==> src/rtl/trap_pkg.sv <==
// Shared constants and helpers for the trap dispatcher.
package trap_pkg;

  // Privilege modes
  localparam logic [1:0] MODE_USER0 = 2'b00;
  localparam logic [1:0] MODE_USER1 = 2'b01;
  localparam logic [1:0] MODE_TRAP  = 2'b10;
  localparam logic [1:0] MODE_ADMIN = 2'b11;

  // mode_set request encodings
  localparam logic [1:0] MS_HOLD  = 2'b00;
  localparam logic [1:0] MS_USER0 = 2'b01;
  localparam logic [1:0] MS_USER1 = 2'b10;
  localparam logic [1:0] MS_RET   = 2'b11;

  // Handler entry point for source idx; caller truncates to its PC width.
  function automatic logic [31:0] vector_addr(input logic [31:0] base,
                                              input int unsigned idx,
                                              input int unsigned shift);
    return base + (idx << shift);
  endfunction

endpackage

==> src/rtl/trap_prio_enc.sv <==
// Lowest-index-wins priority encoder: one-hot grant, binary index, any flag.
module trap_prio_enc #(
  parameter int unsigned N  = 8,
  parameter int unsigned IW = (N > 1) ? $clog2(N) : 1
) (
  input  logic [N-1:0]  req_i,
  output logic [N-1:0]  gnt_o,
  output logic [IW-1:0] idx_o,
  output logic          any_o
);

  // Scan from the top down so the lowest set index is the last to win
  always_comb begin
    gnt_o = '0;
    idx_o = '0;
    for (int i = N - 1; i >= 0; i--) begin
      if (req_i[i]) begin
        gnt_o    = '0;
        gnt_o[i] = 1'b1;
        idx_o    = IW'(i);
      end
    end
    any_o = |req_i;
  end

endmodule

==> src/rtl/trap_controller.sv <==
// Trap/interrupt dispatcher: latches pending sources, dispatches the
// highest-priority eligible one to its vector, and tracks privilege mode.
// Optional: define TRAP_CAUSE_EN to add the {valid, index} cause output.
module trap_controller
  import trap_pkg::*;
#(
  parameter int unsigned          NUM_SRC       = 8,
  parameter int unsigned          ADDR_W        = 16,
  parameter logic [ADDR_W-1:0]    VEC_BASE      = 16'h0100,
  parameter int unsigned          VEC_SHIFT     = 4,
  parameter logic [NUM_SRC-1:0]   SRC_SYNC      = 8'b0000_0111,
  parameter logic [NUM_SRC-1:0]   SRC_USER_ONLY = 8'b1000_0000
) (
  input  logic                clk,
  input  logic                rst,
  input  logic                miss,
  input  logic [ADDR_W-1:0]   branch_pc,
  input  logic                jump,
  input  logic [ADDR_W-1:0]   new_pc,
  input  logic                stall,
  input  logic [1:0]          mode_set,
  input  logic [NUM_SRC-1:0]  src_in,
  output logic                j,
  output logic [ADDR_W-1:0]   j_r,
  output logic                store_current,
  output logic [NUM_SRC-1:0]  trap_ack,
  output logic [1:0]          mode,
  output logic                in_handler
`ifdef TRAP_CAUSE_EN
  ,
  output logic [$clog2(NUM_SRC):0] cause
`endif
);

  localparam int unsigned IDX_W = (NUM_SRC > 1) ? $clog2(NUM_SRC) : 1;

  localparam logic [0:0] ST_IDLE    = 1'b0;
  localparam logic [0:0] ST_HANDLER = 1'b1;

  logic [NUM_SRC-1:0] pending_q, pending_d;
  logic [1:0]         mode_q, mode_d;
  logic [1:0]         saved_mode_q, saved_mode_d;
  logic [0:0]         state_q, state_d;

  logic [NUM_SRC-1:0] eligible;
  logic [NUM_SRC-1:0] grant;
  logic [IDX_W-1:0]   grant_idx;
  logic               grant_any;
  logic               dispatch;
  logic               quiet;
  logic [31:0]        vec_full;

  // User-only sources are masked while in a privileged mode
  assign eligible = pending_q & ~(SRC_USER_ONLY & {NUM_SRC{mode_q[1]}});

  trap_prio_enc #(
    .N  (NUM_SRC),
    .IW (IDX_W)
  ) u_prio_enc (
    .req_i (eligible),
    .gnt_o (grant),
    .idx_o (grant_idx),
    .any_o (grant_any)
  );

  assign quiet    = ~miss & ~stall;
  assign dispatch = quiet & (state_q == ST_IDLE) & grant_any;
  assign vec_full = vector_addr(32'(VEC_BASE), 32'(grant_idx), VEC_SHIFT);

  // Redirect arbitration: miss, stall, trap, jump
  always_comb begin
    j             = 1'b0;
    j_r           = '0;
    store_current = 1'b0;
    trap_ack      = '0;
    if (miss) begin
      j   = 1'b1;
      j_r = branch_pc;
    end else if (stall) begin
      j   = 1'b0;
    end else if (dispatch) begin
      j             = 1'b1;
      j_r           = vec_full[ADDR_W-1:0];
      store_current = 1'b1;
      trap_ack      = grant;
    end else if (jump) begin
      j   = 1'b1;
      j_r = new_pc;
    end
  end

  // Next-state: pending capture (set wins), dispatch and mode changes
  always_comb begin
    pending_d    = (pending_q & ~(dispatch ? grant : '0))
                 | (src_in & ~(SRC_SYNC & {NUM_SRC{miss}}));
    mode_d       = mode_q;
    saved_mode_d = saved_mode_q;
    state_d      = state_q;
    if (dispatch) begin
      saved_mode_d = mode_q;
      mode_d       = MODE_TRAP;
      state_d      = ST_HANDLER;
    end else if (quiet) begin
      unique case (mode_set)
        MS_USER0: mode_d = MODE_USER0;
        MS_USER1: mode_d = MODE_USER1;
        MS_RET: begin
          if (state_q == ST_HANDLER) begin
            mode_d  = saved_mode_q;
            state_d = ST_IDLE;
          end else begin
            mode_d = {1'b0, mode_q[0]};
          end
        end
        default: mode_d = mode_q;
      endcase
    end
  end

  // State registers
  always_ff @(posedge clk) begin
    if (rst) begin
      pending_q    <= '0;
      mode_q       <= MODE_ADMIN;
      saved_mode_q <= MODE_ADMIN;
      state_q      <= ST_IDLE;
    end else begin
      pending_q    <= pending_d;
      mode_q       <= mode_d;
      saved_mode_q <= saved_mode_d;
      state_q      <= state_d;
    end
  end

  assign mode       = mode_q;
  assign in_handler = (state_q == ST_HANDLER);

`ifdef TRAP_CAUSE_EN
  logic [IDX_W:0] cause_q;

  // Cause held for the whole handler, cleared on return
  always_ff @(posedge clk) begin
    if (rst) begin
      cause_q <= '0;
    end else if (dispatch) begin
      cause_q <= {1'b1, grant_idx};
    end else if (quiet && state_q == ST_HANDLER && mode_set == MS_RET) begin
      cause_q <= '0;
    end
  end

  assign cause = cause_q;
`endif

endmodule

==> config.mk <==
export PLATFORM = sky130hd
export DESIGN_NAME = trap_controller
export DESIGN_NICKNAME = d
export VERILOG_FILES = /design/src/rtl/trap_pkg.sv /design/src/rtl/trap_prio_enc.sv /design/src/rtl/trap_controller.sv
export SDC_FILE = /design/constraint.sdc
export NUM_CORES = 1
export LEC_CHECK = 0
export ABC_AREA = 1
export ABC_CLOCK_PERIOD_IN_PS = 5650
export CAP_MARGIN = 20
export CORE_ASPECT_RATIO = 0.7
export CORE_MARGIN = 5
export CORE_UTILIZATION = 36
export CTS_CLUSTER_DIAMETER = 120
export DETAILED_ROUTE_END_ITERATION = 7
export GPL_ROUTABILITY_DRIVEN = 0
export PLACE_DENSITY = 0.83
export SYNTH_ARGS = -nofsm -noshare
export SYNTH_HDL_FRONTEND = slang
export SYNTH_SLANG_ARGS = --single-unit
export TNS_END_PERCENT = 100
==> constraint.sdc <==
create_clock -name clk -period 5.65 [get_ports clk]
set_input_delay 1.695 -clock clk [delete_from_list [all_inputs] [get_ports clk]]
set_output_delay 1.695 -clock clk [all_outputs]
set_load 0.05 [all_outputs]
==> results.md <==
- Status: completed
- Vias in the first global route: 1215
- WP data required: 3950 ps
- Syn avg cell area: 6.13 um2
- Mapped cell area: 1050 um2
- DP Area: 2060 um2
- Iter 0 DRT Violations: 81
- Worst VDD drop: 0.119 mV
- Final Setup Violations: 0
- Register area share after synthesis: 24.8%
- Clock Pin Slew Worst Setup and Hold Paths: 60 ps
- R2R setup slack: 4210 ps
- Max-slew violations: 0
- Synth top area cells: dfxtp_1 (25%), nand2_1 (14%), inv_1 (13%), o21ai_2 (8.4%), o21ai_0 (6.7%)
- Deepest clock path buffer count: 2
- Global routing usage on met2: 28.9%
- FF-to-FF path depth: 8
- Hold WC Path Type: register to register
- Clock sink count: 13
- Hold Path Depth: 2
- Met3 usage in global routing: 5.96%
- Vias per std cell: 4.73
- Pin count of the biggest net entering global routing: 18
- Crit end category: output pin
- WP buf/inv: 4
- Post-synthesis instance total: 171
- Post-synth cell types: 22
- Yosys synthesis warning count: 0
- Worst EP arrival: 3530 ps
- Seq cells post-synth: 13
- Top Ports: 76
- Post-CTS setup buffer count: 0
- Final core occ: 75.2%
- Detail Route Antenna Nets: 0
- Total Routing Usage GR: 18.0%
- Root Driver: clkbuf_8
- Post-DP HPWL: 3.07 mm
- Crit-path cells: clkdlybuf4s50_1, nor2_8, inv_2, nor2_4, nand2_2, nand3_2, buf_4, o21ai_2, buf_12
- Post-CTS Resized: 0
- Critical Path Start Type: input port
- Initial core utilization: 37.4%
- Leading area contributor after synthesis: dfxtp_1
- Final hold viol count: 0
- Period Utilization, post-route: 92.4%
- Router iterations before antenna repair: 4
- CTS tree: yes
- Sum of negative setup slack: 0 ps
- CP max stage cell: clkdlybuf4s50_1
- Area delta synth->final: 101%
- CTS Buf Count: 3
- Initial antenna violation count: 0
- Hold path startpoint: saved_mode_q[1]
- Aggregate routed wire length: 3.66 mm
- Die Y: 55.2 um
- Unrepaired setup endpoints after global routing: false
- Worst-Skew Late Latency: 240 ps
- Max Cap Violations: 0
- DP Worst Slack: 418 ps
- RR Startpoint: mode[1]
- Slew @ Worst Pin: 508 ps
- Leak: 0.000999 uW
- Core area: 2800 um2
- Top-area cell type share of the netlist area: 24.8%
- Via count: 1339
- Final instance area: 2110 um2
- Met1 usage in global routing: 24.3%
- Worst r2r dst: pending_q[6]
- Minimum clock period: 5220 ps
- WHS Endpoint: saved_mode_q[1]
- Htree depth: 1
- Number of diodes: 0
- Die X: 74.5 um
- Critical Path Max Stage Delay: 590 ps
- Fmax: 191 MHz
- Global-route wire length before repair: 5.71 mm
- Routed length per instance: 12.9 um
- WS Path Type: input port to output pin
- Syn_nets: 218
- Setup Skew: 3.27 ps
- Critical path's top delay family: buffers and inverters
- Layout fillers: 215
- Nets: 295
- Share of cells above drive strength 1: 21.1%
- DRC Markers: 0
- Final worst slack: 427 ps
- Port bufs: 75
- CTS Hold Bufs: 0
- Die ar.: 4110 um2
- Grt ovf: 0
- Critical path fanouts, max: 15
- Slew HR: 66.0%
- GRT busiest layer: met2
- Pwr/cell area: 174 nW/um2
- Row count: 16
worst reg2reg max path, stage by stage, from the launching register on:
cell     delay (ps)
dfxtp_1         320
inv_1           110
nand2_1          90
nand3_1          90
nor2_1           60
nor2_2          280
nand2_1         160
a21oi_1         160
nor2_1           50
report_power, final:
group	switching [uW]	total [uW]	internal [uW]
clock	33.1	83.0	49.8
sequential	6.08	105	98.8
combinational	94.1	179	85.2
total	133	367	234
stage by stage:
step	power, uW	cells	hold WS [ps]
2_1_floorplan	197	171	446
3_3_place_gp	283	279	468
3_5_place_dp	286	279	473
4_1_cts	369	283	488
5_1_grt	386	283	515
6_report	367	283	490
layer usage:
layer	vias up	share of wire [%]
met3	4	11
met5	-	0
li1	689	-
met4	0	0.82
met2	51	46
met1	595	42
cells by family after synthesis:
group,after synthesis,synth area share (%)
AO/OA/AOI/OAI,45,26.1
AND/OR/NAND/NOR,70,30.8
buffers and inverters,43,18.3
flip-flops,13,24.8
worst max-delay path by stage:
stage | from | endpoint | slack, ps | cells after the start
CTS | miss | j_r[12] | 420 | 9
global placement | stall | j_r[13] | 460 | 9
detailed placement | stall | j_r[12] | 420 | 9
floorplan | miss | j_r[6] | 490 | 8
global route | miss | j_r[7] | 280 | 9
finish | miss | j_r[13] | 430 | 9
state kept, by name, summed over array words and instances (netlist names):
| register | count |
|---|---|
| in_handler | 1 |
| mode | 2 |
| saved_mode_q | 2 |
| pending_q | 8 |
cells in the final DEF (no fill, tap or decap), types with 4 or more instances in the layout:
| master | instances |
|---|---|
| inv_1 | 36 |
| dfxtp_1 | 13 |
| nand3_1 | 7 |
| clkdlybuf4s50_1 | 49 |
| buf_4 | 4 |
| o21ai_1 | 4 |
| o21ai_2 | 10 |
| nand2_1 | 39 |
| buf_12 | 25 |
| o21ai_0 | 14 |
| nor2_1 | 12 |
| a21oi_1 | 13 |
layout make-up:
| cell class | instances | area [um2] | area share [%] |
|---|---|---|---|
| clock buffer | 4 | 45.0 | 2.14 |
| multi-input combinational | 115 | 597 | 28.3 |
| inverter | 37 | 139 | 6.59 |
| tap | 36 | 45.0 | 2.14 |
| sequential | 13 | 260 | 12.4 |
| timing repair buffer | 78 | 1020 | 48.5 |
cells in the mapped netlist, drive strengths merged:
| master | n |
|---|---|
| nor2 | 17 |
| dfxtp | 13 |
| nand4 | 3 |
| nand3 | 8 |
| a21oi | 14 |
| a21boi | 1 |
| nor3 | 1 |
| buf | 4 |
| o21ai | 28 |
| o211ai | 2 |
| inv | 37 |
| clkbuf | 2 |
| nand2 | 41 |
(Power assumes the default switching activity.)
